$ cat src/rtl/fifo_wr_arb.sv
// Write-side arbiter for the async FIFO: round-robin packet grants on a single
// write port, burst-capped, gated by the registered full flag, with a stall counter.
module fifo_wr_arb #(
  parameter int NREQ     = 4,
  parameter int DSIZE    = 8,
  parameter int MAXBURST = 4,
  parameter int IDW      = $clog2(NREQ)
) (
  input  logic                  wclk,
  input  logic                  wrst_n,
  input  logic [NREQ-1:0]       req_valid,
  input  logic [NREQ*DSIZE-1:0] req_data,
  input  logic [NREQ-1:0]       req_last,
  output logic [NREQ-1:0]       req_ready,
  input  logic                  wfull,
  output logic                  winc,
  output logic [DSIZE-1:0]      wdata,
  output logic [IDW-1:0]        grant_id,
  output logic                  busy,
  output logic [15:0]           stall_cnt
);

  localparam int BCW = (MAXBURST > 1) ? $clog2(MAXBURST) : 1;

  typedef enum logic {
    S_IDLE = 1'b0,
    S_XFER = 1'b1
  } state_t;

  state_t         r_state;
  state_t         w_state_nxt;
  logic [IDW-1:0] r_last_grant;
  logic [IDW-1:0] r_grant;
  logic [BCW-1:0] r_beat_cnt;
  logic [15:0]    r_stall;

  logic [IDW-1:0] w_pick;
  logic [IDW-1:0] w_idx;
  logic [31:0]    w_sum;
  logic           w_any;
  logic           w_xfer;
  logic           w_gvalid;
  logic           w_beat;
  logic           w_end;
  logic           w_stall;

  // Round-robin search starting one past the previous owner, wrapping modulo NREQ.
  always_comb begin
    w_any  = 1'b0;
    w_pick = '0;
    w_sum  = '0;
    w_idx  = '0;
    for (int unsigned k = 1; k <= NREQ; k++) begin
      w_sum = 32'(r_last_grant) + k;
      w_idx = IDW'(w_sum % 32'(NREQ));
      if (!w_any && req_valid[w_idx]) begin
        w_any  = 1'b1;
        w_pick = w_idx;
      end
    end
  end

  assign w_xfer   = (r_state == S_XFER);
  assign w_gvalid = req_valid[r_grant];
  assign w_beat   = w_xfer & w_gvalid & ~wfull;
  assign w_end    = w_beat & (req_last[r_grant] | (r_beat_cnt == BCW'(MAXBURST - 1)));
  assign w_stall  = w_xfer & w_gvalid & wfull;

  always_ff @(posedge wclk or negedge wrst_n) begin
    if (!wrst_n) r_state <= S_IDLE;
    else         r_state <= w_state_nxt;
  end

  always_comb begin
    w_state_nxt = r_state;
    case (r_state)
      S_IDLE:  if (w_any) w_state_nxt = S_XFER;
      S_XFER:  if (w_end) w_state_nxt = S_IDLE;
      default: w_state_nxt = S_IDLE;
    endcase
  end

  always_comb begin
    req_ready = '0;
    if (w_xfer) req_ready[r_grant] = ~wfull;
    winc  = w_beat;
    busy  = w_xfer;
    wdata = req_data[r_grant*DSIZE +: DSIZE];
  end

  always_ff @(posedge wclk or negedge wrst_n) begin
    if (!wrst_n) begin
      r_last_grant <= IDW'(NREQ - 1);
      r_grant      <= '0;
      r_beat_cnt   <= '0;
      r_stall      <= '0;
    end else begin
      if (!w_xfer && w_any) begin
        r_grant    <= w_pick;
        r_beat_cnt <= '0;
      end
      if (w_beat) begin
        if (w_end) r_last_grant <= r_grant;
        else       r_beat_cnt   <= r_beat_cnt + 1'b1;
      end
      if (w_stall && (r_stall != '1)) r_stall <= r_stall + 16'd1;
    end
  end

  assign grant_id  = r_grant;
  assign stall_cnt = r_stall;

endmodule

$ cat config.mk
export PLATFORM = sky130hd
export DESIGN_NAME = fifo_wr_arb
export DESIGN_NICKNAME = d
export VERILOG_FILES = /design/src/rtl/fifo_wr_arb.sv
export SDC_FILE = /design/constraint.sdc
export NUM_CORES = 1
export LEC_CHECK = 0
export BUFFER_PORTS_ARGS = -buffer_cell sky130_fd_sc_hd__clkbuf_2
export CORE_MARGIN = 4
export CORE_UTILIZATION = 40
export CTS_BUF_LIST = sky130_fd_sc_hd__clkbuf_8 sky130_fd_sc_hd__clkbuf_16
export DETAILED_ROUTE_END_ITERATION = 8
export GPL_TIMING_DRIVEN = 0
export HOLD_SLACK_MARGIN = 0.02
export MAX_ROUTING_LAYER = met4
export PLACE_DENSITY = 0.72
export RECOVER_POWER = 50
export REMOVE_ABC_BUFFERS = 1
export SYNTH_ARGS = -nofsm -noshare
export SYNTH_HDL_FRONTEND = slang
export SYNTH_SLANG_ARGS = --single-unit
$ cat constraint.sdc
create_clock -name wclk -period 2.9 [get_ports wclk]
set_input_delay 0.145 -clock wclk [delete_from_list [all_inputs] [get_ports wclk]]
set_output_delay 0.145 -clock wclk [all_outputs]
set_load 0.1 [all_outputs]
== Word-level counts from Yosys, hierarchy flattened ==
Cells that the tools add are included.

* Equal/unequal tests: 2
* Bitwise gates (word level): 8
* $add $sub $neg: 6
* Multiply operators: 0
* Order comparisons: 6
* Shift-type cells: 1
* Div/mod/pow operators: 0
* Reductions and logical operators: 11
* Muxes and demuxes: 29

{| class="wikitable"
|+ Operator list
! operator !! count
|-
| $shiftx A32 B6 Y8 || 1
|-
| $add A16 B1 Y16 const B || 1
|-
| $ne A16 B16 Y1 const B || 1
|-
| $lt A2 B3 Y1 const B || 5
|-
| $mux W2 || 7
|-
| $mux W1 || 13
|-
| $bmux W1 S2 || 6
|-
| $add A2 B1 Y2 const B || 3
|-
| $logic_and A1 B1 Y1 || 6
|-
| $add A2 B2 Y2 const B || 2
|-
| $and A1 B1 Y1 || 4
|-
| $and A4 B4 Y4 || 1
|-
| $logic_not A1 Y1 || 4
|-
| $mux W4 || 1
|-
| $demux W1 S2 || 1
|-
| $eq A2 B2 Y1 const B || 1
|-
| $ge A2 B1 Y1 const B || 1
|-
| $not A1 Y1 || 2
|-
| $pmux W1 S2 || 1
|-
| $reduce_and A2 Y1 || 1
|-
| $or A1 B1 Y1 || 1
|}

* Memories: 0
* Latch bits: 0
* Output and inout bits: 32
* Logic and storage cells: 68
* Input bits: 43
* Bits in read-only memories: 0
* Register bits after elaboration: 23
* RAM bits: 0

== Depth between registers and ports, before layout ==
Gate-level depths: netlist (run 1).

* Depth after elaboration: 17
* Gate-level depth with buffers: 7
* Gate-level depth less buffers: 6

== Least setup slack after synthesis (run 1) ==
OpenSTA, ideal clock, no wires.

* Path type: register -> output
* Start point: register r_state, in the netlist busy
* End point: output port req_ready[0]
* Data arrival time: 3.510 ns
* Stages on the path, launching flop included: 3
* Required time: 2.755 ns
* Buffers on the path: 0
* Slack: -0.755 ns
* Cell sequence: dfrtp_1 -> nor2b_1 -> nor3b_1

* Cells in the longest elaborated chain, start to end: 1

{| class="wikitable"
|+ Ends and longest elaborated chain
! what !! RTL line !! source
|-
| start: declaration || 30 || <nowiki>state_t r_state;</nowiki>
|-
| start signal: assignment || 71 || <nowiki>else r_state <= w_state_nxt;</nowiki>
|-
| $mux W4 || 85 || <nowiki>if (w_xfer) req_ready[r_grant] = ~wfull;</nowiki>
|-
| end: declaration || 14 || <nowiki>output logic [NREQ-1:0] req_ready,</nowiki>
|}

No other way between the ends.

== Worst setup path in the final report (run 1) ==
* Start point: register r_grant[1], in the netlist grant_id[1]
* End point: output port winc

* Cells in the longest elaborated chain, start to end: 4

{| class="wikitable"
|+ Ends and longest elaborated chain
! what !! RTL line !! source
|-
| start: declaration || 33 || <nowiki>logic [IDW-1:0] r_grant;</nowiki>
|-
| start signal: assignment || 99 || <nowiki>r_grant <= w_pick;</nowiki>
|-
| $bmux W1 S2 || 64 || <nowiki>assign w_gvalid = req_valid[r_grant];</nowiki>
|-
| $mux W1 (implied by the code) || 64 ||
|-
| $and A1 B1 Y1 (2 in series) || 65 || <nowiki>assign w_beat = w_xfer & w_gvalid & ~wfull;</nowiki>
|-
| end: declaration || 16 || <nowiki>output logic winc,</nowiki>
|}

No other way between the ends. The select of a mux whose other input is x is not followed.

==> results of run 1 <==
synth_stat cells (3+ instances only):
library cell | instances | share of area (%)
and2_1 | 3 | 1.3
and3_1 | 7 | 3.1
buf_2 | 4 | 1.4
dfrtp_1 | 21 | 37
inv_1 | 4 | 1.1
mux2_2 | 3 | 2.4
mux2i_1 | 3 | 2.1
mux4_2 | 9 | 14
nand2_1 | 9 | 2.4
nand3_1 | 5 | 1.8
nand4_1 | 10 | 4.4
nor2_1 | 5 | 1.3
xnor2_1 | 14 | 8.6
power by group through the flow:
stage	Sequential, mW	Combinational (mW)	Clock (mW)
floorplan	0.933	0.943	0
global placement	0.588	1.53	0
detailed placement	0.595	1.54	0
CTS	0.588	1.55	0.201
global route	0.609	1.59	0.219
finish	0.585	1.53	0.198
layer usage:
| metal | vias up | wire length [um] | global-route usage (%) |
|---|---|---|---|
| li1 | 599 | - | - |
| met1 | 578 | 1340 | 17.4 |
| met2 | 73 | 1550 | 25.5 |
| met3 | 4 | 452 | 3.66 |
| met4 | 0 | 29 | 4.56 |
| met5 | - | 0 | - |
worst max-delay path: cells and delay by family, from the launching register on:
family                 cells  cell delay [ns]
DFF                        1             0.73
muxes                      1             0.61
buffers and inverters      1             0.37
and+or+nand+nor            1             0.20
area by class of cell:
class	instances	area, um^2	area share (%)
timing repair buffer	75	362	19.5
inverter	4	15.0	0.811
tap	46	57.6	3.11
clock inverter	1	5.00	0.270
multi-input combinational	89	792	42.8
clock buffer	3	41.3	2.23
sequential	23	578	31.2
per-stage QoR:
stage / setup slack, ns / hold WS, ns / total power [mW] / area [um^2] / TNS [ns]
2_1_floorplan: -0.755 / -0.151 / 1.88 / 1390 / -1.66
3_3_place_gp: 0.682 / 0.161 / 2.12 / 1810 / 0
3_5_place_dp: 0.640 / 0.157 / 2.14 / 1810 / 0
4_1_cts: 0.555 / 0.223 / 2.33 / 1870 / 0
5_1_grt: 0.461 / 0.258 / 2.42 / 1850 / 0
6_report: 0.576 / 0.224 / 2.31 / 1850 / 0
path summary, 6_finish.rpt:
kind / startpoint / to / slack, ns / cells past startpoint
min in group asynchronous: wrst_n / stall_cnt[12] / 0.62 / 2
max in group asynchronous: wrst_n / stall_cnt[7] / 1.59 / 2
min reg2reg: stall_cnt[13] / stall_cnt[13] / 0.50 / 1
min: req_valid[2] / grant_id[0] / 0.22 / 3
max: grant_id[1] / winc / 0.58 / 3
max reg2reg: grant_id[0] / stall_cnt[1] / 0.65 / 4
cell families after synthesis:
group / Yosys count / share of synthesized area [%]
AOI/OAI and AO/OA: 9 / 5.43
DFF: 23 / 40.5
and+or+nand+nor: 47 / 18.6
muxes: 16 / 20.5
buffers and inverters: 10 / 4.03
xor gates and xnor gates: 15 / 9.20
adders and majority gates: 2 / 1.75
flip-flops by register name, summed over array words and instances, names as in the netlist:
register      cells
stall_cnt        16
grant_id          2
r_beat_cnt        2
r_last_grant      2
busy              1
layout by cell type (no fill, tap or decap), drive strengths merged:
cell         Yosys  final
or2              1      1
clkinv           0      1
dfstp            2      2
a31oi            2      2
ha               2      2
nand3            6      6
and3b            2      2
a21oi            1      1
o31a             1      1
and4             1      1
a32oi            1      1
and3             7      7
nand2b           1      1
mux2i            3      3
nor2             5      5
nor2b            1      1
and2             3      3
clkbuf           0     77
inv              4      4
a21o             2      2
mux4            10     10
dfrtp           21     21
a211oi           1      1
xnor2           14     14
dlygate4sd3      0      1
nand4           10     10
o21ai            1      1
nand2            9      9
mux2             3      3
xor2             1      1
nor3b            1      1
repair_timing:
action	4_1_cts	5_1_grt
setup buffers	0	0
hold buffers	1	0
hold endpoints to repair	21	0
endpoints found under the setup margin	0	0
==> results_dict.tcl, run 1 <==
set metrics [dict create \
    path_clk_slew_ns 0.08 \
    antenna_left 0 \
    p_int_uw 841 \
    yosys_warnings 0 \
    dp_hpwl_um 2710 \
    period_share_pct 80.2 \
    diodes 0 \
    ys_types 33 \
    slew-limit-headroom_pct 22.3 \
    routabilityCongestion 0.766 \
    cp-start-kind "flop" \
    die_w_um 67.7 \
    clockRootBuffer "clkbuf_8" \
    async_flop_share_pct 100 \
    fmax_mhz 430 \
    critPathSlowestCell "dfrtp_1" \
    irDropWorstVdd_mv 0.811 \
    cts_htree_levels 1 \
    grt_overflow_total 0 \
    drt_iter0_markers 73 \
    placed_cells 236 \
    endpoint_kind "output port" \
    ioPinCount 75 \
    synth-seq-cells 23 \
    cts_buffers 3 \
    rsz0062_at_grt "false" \
    grt_antenna_before_repair 0 \
    ys.flop_type "dfrtp_1" \
    grt_pass1_vias 1118 \
    num_vias 1254 \
    path_class "flop to output port" \
    worst_slew_pin_slew_ns 1.17 \
    switchingPower_mw 1.47 \
    synthCells 122 \
    clockBufferDepth 2 \
    drc 0 \
    port_buffers 74 \
    switching_share_pct 63.6 \
    status "complete, no violations" \
    cts_tree "done" \
    period_needed_ns 2.32 \
    core_area_um2 3390 \
    clock_skew_ns 0.00586 \
    syn_area_um2 1430 \
    grt_usage_pct 15.0 \
    slew_violations 0 \
    cts_resized 0 \
    pwr-share-seq_pct 25.3 \
    syn_area_per_cell_um2 11.7 \
    p_leak_nw 0.890 \
    critPathMaxFanout 17 \
    synth_edf_count 0 \
    cp.arrival_ns 2.18 \
    nets 241 \
    grt_max_degree 24 \
    powerDensity_nw_per_um2 1250 \
    setup_viol 0 \
    clk-insertion-delay-late_ns 0.26 \
    utilization_pct 54.6 \
    cts_sinks 23 \
    drtPass1Iterations 4 \
    wl_per_cell_um 14.0 \
    maxCapViolations 0 \
    synthToLayoutAreaGrowth_pct 29.6 \
    die_h_um 67.7 \
    final_cells 241 \
    totalWireLength_um 3380 \
    std_cell_rows 21 \
    finalHoldViolCount 0 \
    combPwrFrac_pct 66.2 \
    drt-vias-per-instance 5.20 \
    cp.required_ns 2.76 \
    initial_core_util_pct 42.1 \
    nFillCells 318 \
    seq_area_frac_synth_pct 40.5 \
    min_path_type "input port to flop" \
    die_area_um2 4590 \
    drive_gt1_share_pct 40.0 \
    pwr-share-clk_pct 8.5 \
    crit_chain "mux4_2, and2_1, clkbuf_2" \
    cp_slowest_stage_delay_ns 0.73 \
    grt_pass1_wl_um 5140 \
]
Power figures use the tool's default switching activity.
==> run 2, diff against run 1 <==
ABC_AREA = 1   (was unset)
PLACE_DENSITY = 0.71   (was 0.72)
clock period = 2 ns   (was 2.9 ns; I/O delays follow)
==> run 2 against run 1 <==
Against the previous run: clock skew is 0.0061 ns higher; setup slack worse by 0.46 ns; core utilization is 3.3 points lower; die area is 24% higher; via count is 54% higher; register-to-register slack worse by 0.47 ns; cell area is 21% higher; largest cell class unchanged.
==> results_dict.tcl, run 2 <==
set metrics [dict create \
    nets 382 \
    cp-start-kind "flop" \
    dp_hpwl_um 3670 \
    synth_top_cell_area_share_pct 28.8 \
    syn_area_um2 1820 \
    grt_antenna_before_repair 0 \
    yosys_warnings 0 \
    drtPass1Iterations 4 \
    crit_chain "nor2_4, nand2_1, nand4_2, nand2_1, inv_1, buf_4" \
    initial_core_util_pct 41.6 \
    clockBufferDepth 2 \
    finalHoldViolCount 0 \
    grt_pass1_vias 1781 \
    postCtsSetupRepairBufs 0 \
    whs_path_depth 6 \
    synthTopCellsByArea "dfrtp_1, nand2_1, inv_1, a22oi_1, nand3_1" \
    r2r-end "stall_cnt[10]" \
    ff_latch_area_um2 582 \
    hold_end "r_beat_cnt[1]" \
    min_from "req_last[0]" \
    syn_area_per_cell_um2 6.93 \
    std_cell_rows 24 \
    synth.most_common_cell "nand2_1" \
    synthCells 263 \
    clock_skew_ns 0.0120 \
    cts_tree "done" \
    final_common_cell "nand2_1" \
    cp.arrival_ns 1.79 \
    multi_input_area_um2 1060 \
    die_area_um2 5700 \
    async_flop_share_pct 100 \
    slew-limit-headroom_pct 17.4 \
    cpMostUsedCell "nand2_1" \
    drt_iter0_markers 98 \
    core_area_um2 4380 \
    cts_buffers 3 \
    critPathSlowestCell "dfrtp_2" \
    slew_violations 0 \
    ys_types 28 \
    status "complete, no violations" \
    diodes 0 \
    worst_slew_pin_slew_ns 1.24 \
    tns_ns 0 \
    synth_common_cells "nand2_1, inv_1, dfrtp_1" \
    die_w_um 75.5 \
    drc 0 \
    synthToLayoutAreaGrowth_pct 23.3 \
    wl_per_cell_um 12.1 \
    cp_slowest_stage_delay_ns 0.52 \
    drive_gt1_share_pct 27.1 \
    path_class "flop to output port" \
    period_share_pct 94.4 \
    nFillCells 456 \
    cts_sinks 23 \
    critPathMaxFanout 10 \
    synth.largest_area_cell "dfrtp_1" \
    totalWireLength_um 4690 \
    maxCapViolations 0 \
    die_h_um 75.5 \
    grt_max_degree 24 \
    ys.flop_type "dfrtp_1" \
    grt_overflow_total 0 \
    synth-seq-cells 23 \
    fmax_mhz 530 \
    port_buffers 74 \
    drt-vias-per-instance 4.97 \
    period_needed_ns 1.89 \
    largest_reg_flops 16 \
    synth_edf_count 0 \
    setup_viol 0 \
    utilization_pct 51.3 \
    endpoint_kind "output port" \
    num_vias 1928 \
    rsz0062_at_grt "false" \
    routabilityCongestion 0.865 \
    seq_area_frac_synth_pct 31.7 \
    min_path_type "input port to flop" \
    r2r_slack_ns 0.18 \
    clk-insertion-delay-late_ns 0.27 \
    grt_pass1_wl_um 7590 \
    ioPinCount 75 \
    r2r_cells 7 \
    cts_htree_levels 1 \
    antenna_left 0 \
    grt_usage_pct 17.2 \
    timing.rr.start "grant_id[0]" \
    clockRootBuffer "clkbuf_8" \
    cp.required_ns 1.90 \
    path_clk_slew_ns 0.09 \
    final_cell_mix "nand2_1, clkbuf_2, inv_1" \
]
==> run 2: cell count changes in the layout (fill, tap and decap cells not counted), moves of 4 or more <==
cell and change:
a22oi_1 +13, nand4_1 -4, nor2_4 +6, nor2_1 +4
nand2_1 +81, xnor2_1 -14, nor3_1 +10, o21ai_0 +15
and3_1 -7, xor2_1 +9, nand2_2 +6, mux4_2 -9
nand3_1 +14, inv_1 +24
==> run 2: per-stage QoR <==
step	hold slack, ns	setup slack, ns	instances	instance area, um^2
global route	0.334	0.0109	388	2250
floorplan	-0.196	-1.47	256	1750
finish	0.303	0.112	388	2250
CTS	0.310	0.0446	388	2260
detailed placement	0.129	-0.0996	382	2190
global placement	0.125	-0.0721	382	2190
==> run 2: repair_timing <==
action                                 in CTS  in global routing
cloned                                      1                  0
setup endpoints to repair                  17                 17
endpoints found under the hold margin      21                  0
gates resized for setup                     4                  4
hold buffers                                1                  0
==> run 2: critical path: cells and delay by family (launching register included) <==
family | cells | cell delay (ns)
buffers and inverters | 2 | 0.38
flip-flops | 1 | 0.52
AND/OR/NAND/NOR | 4 | 0.62
==> run 2: worst max path at each step <==
stage | start | to | cells past startpoint
after floorplan | busy | req_ready[0] | 4
after global placement | grant_id[0] | stall_cnt[2] | 9
after detailed placement | grant_id[1] | stall_cnt[2] | 9
after CTS | stall_cnt[0] | stall_cnt[0] | 7
after global routing | grant_id[0] | winc | 6
final | grant_id[0] | winc | 6
==> run 2: layer usage <==
metal | global-route usage, % | vias up | routed length [um]
met1 | 20.5 | 855 | 1940
met5 | - | - | 0
met3 | 2.24 | 4 | 391
li1 | - | 1005 | -
met2 | 30.8 | 64 | 2310
met4 | 4.08 | 0 | 39
==> run 2: cell families after synthesis <==
logic type	share of synthesized area (%)
AND/OR/NAND/NOR	38.2
buffers and inverters	11.0
AO/OA/AOI/OAI	12.1
flip-flops	31.7
XOR/XNOR	5.70
adder cells (fa/ha/maj)	1.37
==> run 2: final cells by class <==
class | instances | area share (%)
clock inverter | 1 | 0.223
clock buffer | 3 | 1.84
multi-input combinational | 201 | 47.3
timing repair buffer | 75 | 16.1
tap | 52 | 2.90
inverter | 33 | 5.73
sequential | 23 | 25.9
Power of run 2 is left out: the tool's default activity adds up to more than one toggle a clock period on the data nets, which glitch-free logic cannot reach.
==> run 3, diff against run 2 <==
PLACE_DENSITY = unset   (was 0.71)
PLACE_DENSITY_LB_ADDON = 0.3   (was unset)
==> run 3 against run 2 <==
Against the previous run: flip-flop and latch count unchanged; critical path depth did not move; via count is essentially flat; first-iteration DRC count is 44% lower; wire length up 1.2%; core utilization is the same; final cell count unchanged; non-clock buffer count did not move; clock skew shrank 0.0031 ns; register-to-register slack improved by 0.04 ns; global-route usage barely moved; die area unchanged; highest routed layer unchanged.
==> results_dict.tcl, run 3 (synthesized netlist as in run 2, its figures left out) <==
set metrics [dict create \
    status "complete, no violations" \
    fmax_mhz 543 \
    slew_violations 0 \
    std_cell_rows 24 \
    drc 0 \
    synthToLayoutAreaGrowth_pct 23.3 \
    drt-vias-per-instance 4.97 \
    ioPinCount 75 \
    grt_antenna_before_repair 0 \
    grt_pass1_vias 1796 \
    diodes 0 \
    grt_usage_pct 17.2 \
    grt_overflow_total 0 \
    nFillCells 462 \
    ff_latch_area_um2 582 \
    cts_htree_levels 1 \
    grt_pass1_wl_um 7460 \
    die_w_um 75.5 \
    wl_per_cell_um 12.2 \
    clk-insertion-delay-late_ns 0.27 \
    die_h_um 75.5 \
    totalWireLength_um 4740 \
    worst_slew_pin_slew_ns 1.24 \
    drive_gt1_share_pct 27.1 \
    postPlaceCellArea_um2 2190 \
    largest_reg_flops 16 \
    cts_buffers 3 \
    period_needed_ns 1.84 \
    num_vias 1927 \
    rsz0062_at_grt "false" \
    endpoint_kind "output port" \
    multi_input_area_um2 1060 \
    cp.arrival_ns 1.74 \
    path_clk_slew_ns 0.09 \
    cts_sinks 23 \
    port_buffers 74 \
    cp-start-kind "flop" \
    die_area_um2 5700 \
    finalHoldViolCount 0 \
    drtPass1Iterations 4 \
    slew-limit-headroom_pct 17.5 \
    dp_hpwl_um 3840 \
    period_share_pct 92.1 \
    critPathMaxFanout 10 \
    final_cell_mix "nand2_1, clkbuf_2, inv_1" \
    setup_viol 0 \
    clock_skew_ns 0.00889 \
    routabilityCongestion 0.915 \
    cts_tree "done" \
    grt_max_degree 24 \
    antenna_left 0 \
    drt_iter0_markers 55 \
    clockRootBuffer "clkbuf_8" \
    path_class "flop to output port" \
    nets 382 \
    maxCapViolations 0 \
    postCtsSetupRepairBufs 0 \
    clockBufferDepth 2 \
    min_path_type "input port to flop" \
    stdcell_area_um2 2250 \
    core_area_um2 4380 \
    initial_core_util_pct 41.6 \
    final_common_cell "nand2_1" \
    utilization_pct 51.3 \
    cp.required_ns 1.90 \
]
==> run 3: cell counts in the layout (fill, tap and decap cells not counted) <==
No cell type changed its count.
==> run 3: repair_timing <==
action | 4_1_cts | 5_1_grt
cloned | 1 | 0
hold buffers | 1 | 0
gates resized for setup | 4 | 4
hold endpoints to repair | 21 | 0
setup endpoints to repair | 17 | 17
==> run 3: worst paths after layout <==
kind / slack (ns) / cells after the start / start / end
setup / recovery: 0.16 / 6 / grant_id[0] / winc
hold / removal: 0.30 / 6 / wfull / r_beat_cnt[1]
setup reg to reg: 0.22 / 8 / grant_id[0] / stall_cnt[2]
hold reg to reg: 0.54 / 1 / stall_cnt[0] / stall_cnt[0]
max in group asynchronous: 0.55 / 2 / wrst_n / stall_cnt[0]
min in group asynchronous: 0.62 / 2 / wrst_n / stall_cnt[15]
==> run 3: through the flow <==
step	setup TNS, ns	hold WS, ns	instances	worst slack [ns]
finish	0	0.304	388	0.159
global route	0	0.321	388	0.0325
detailed placement	-0.784	0.122	382	-0.108
CTS	0	0.303	388	0.0558
floorplan	-16.28	-0.196	256	-1.47
global placement	-0.430	0.121	382	-0.0653
==> run 3: critical path, cell delays in order (launching register included) <==
cell and delay, ns:
dfrtp_2 0.51, nor2_4 0.26, nand2_1 0.10, nand4_2 0.12
nand2_1 0.10, inv_1 0.09, buf_4 0.29
==> run 3: final cells by class <==
class                   instances  area share [%]
clock buffers                   3            1.84
clock inverters                 1           0.223
inverters                      33            5.73
multi-input cells             201            47.3
flip-flops and latches         23            25.9
well taps                      52            2.90
repair buffers                 75            16.1
==> run 3: per-layer routing <==
layer	up-vias	global-route usage, %	wire [um]
li1	1001	-	-
met1	850	18.4	1960
met2	71	32.6	2280
met3	5	2.51	441
met4	0	4.66	53
met5	-	-	0
Power of run 3 is left out for the same reason.
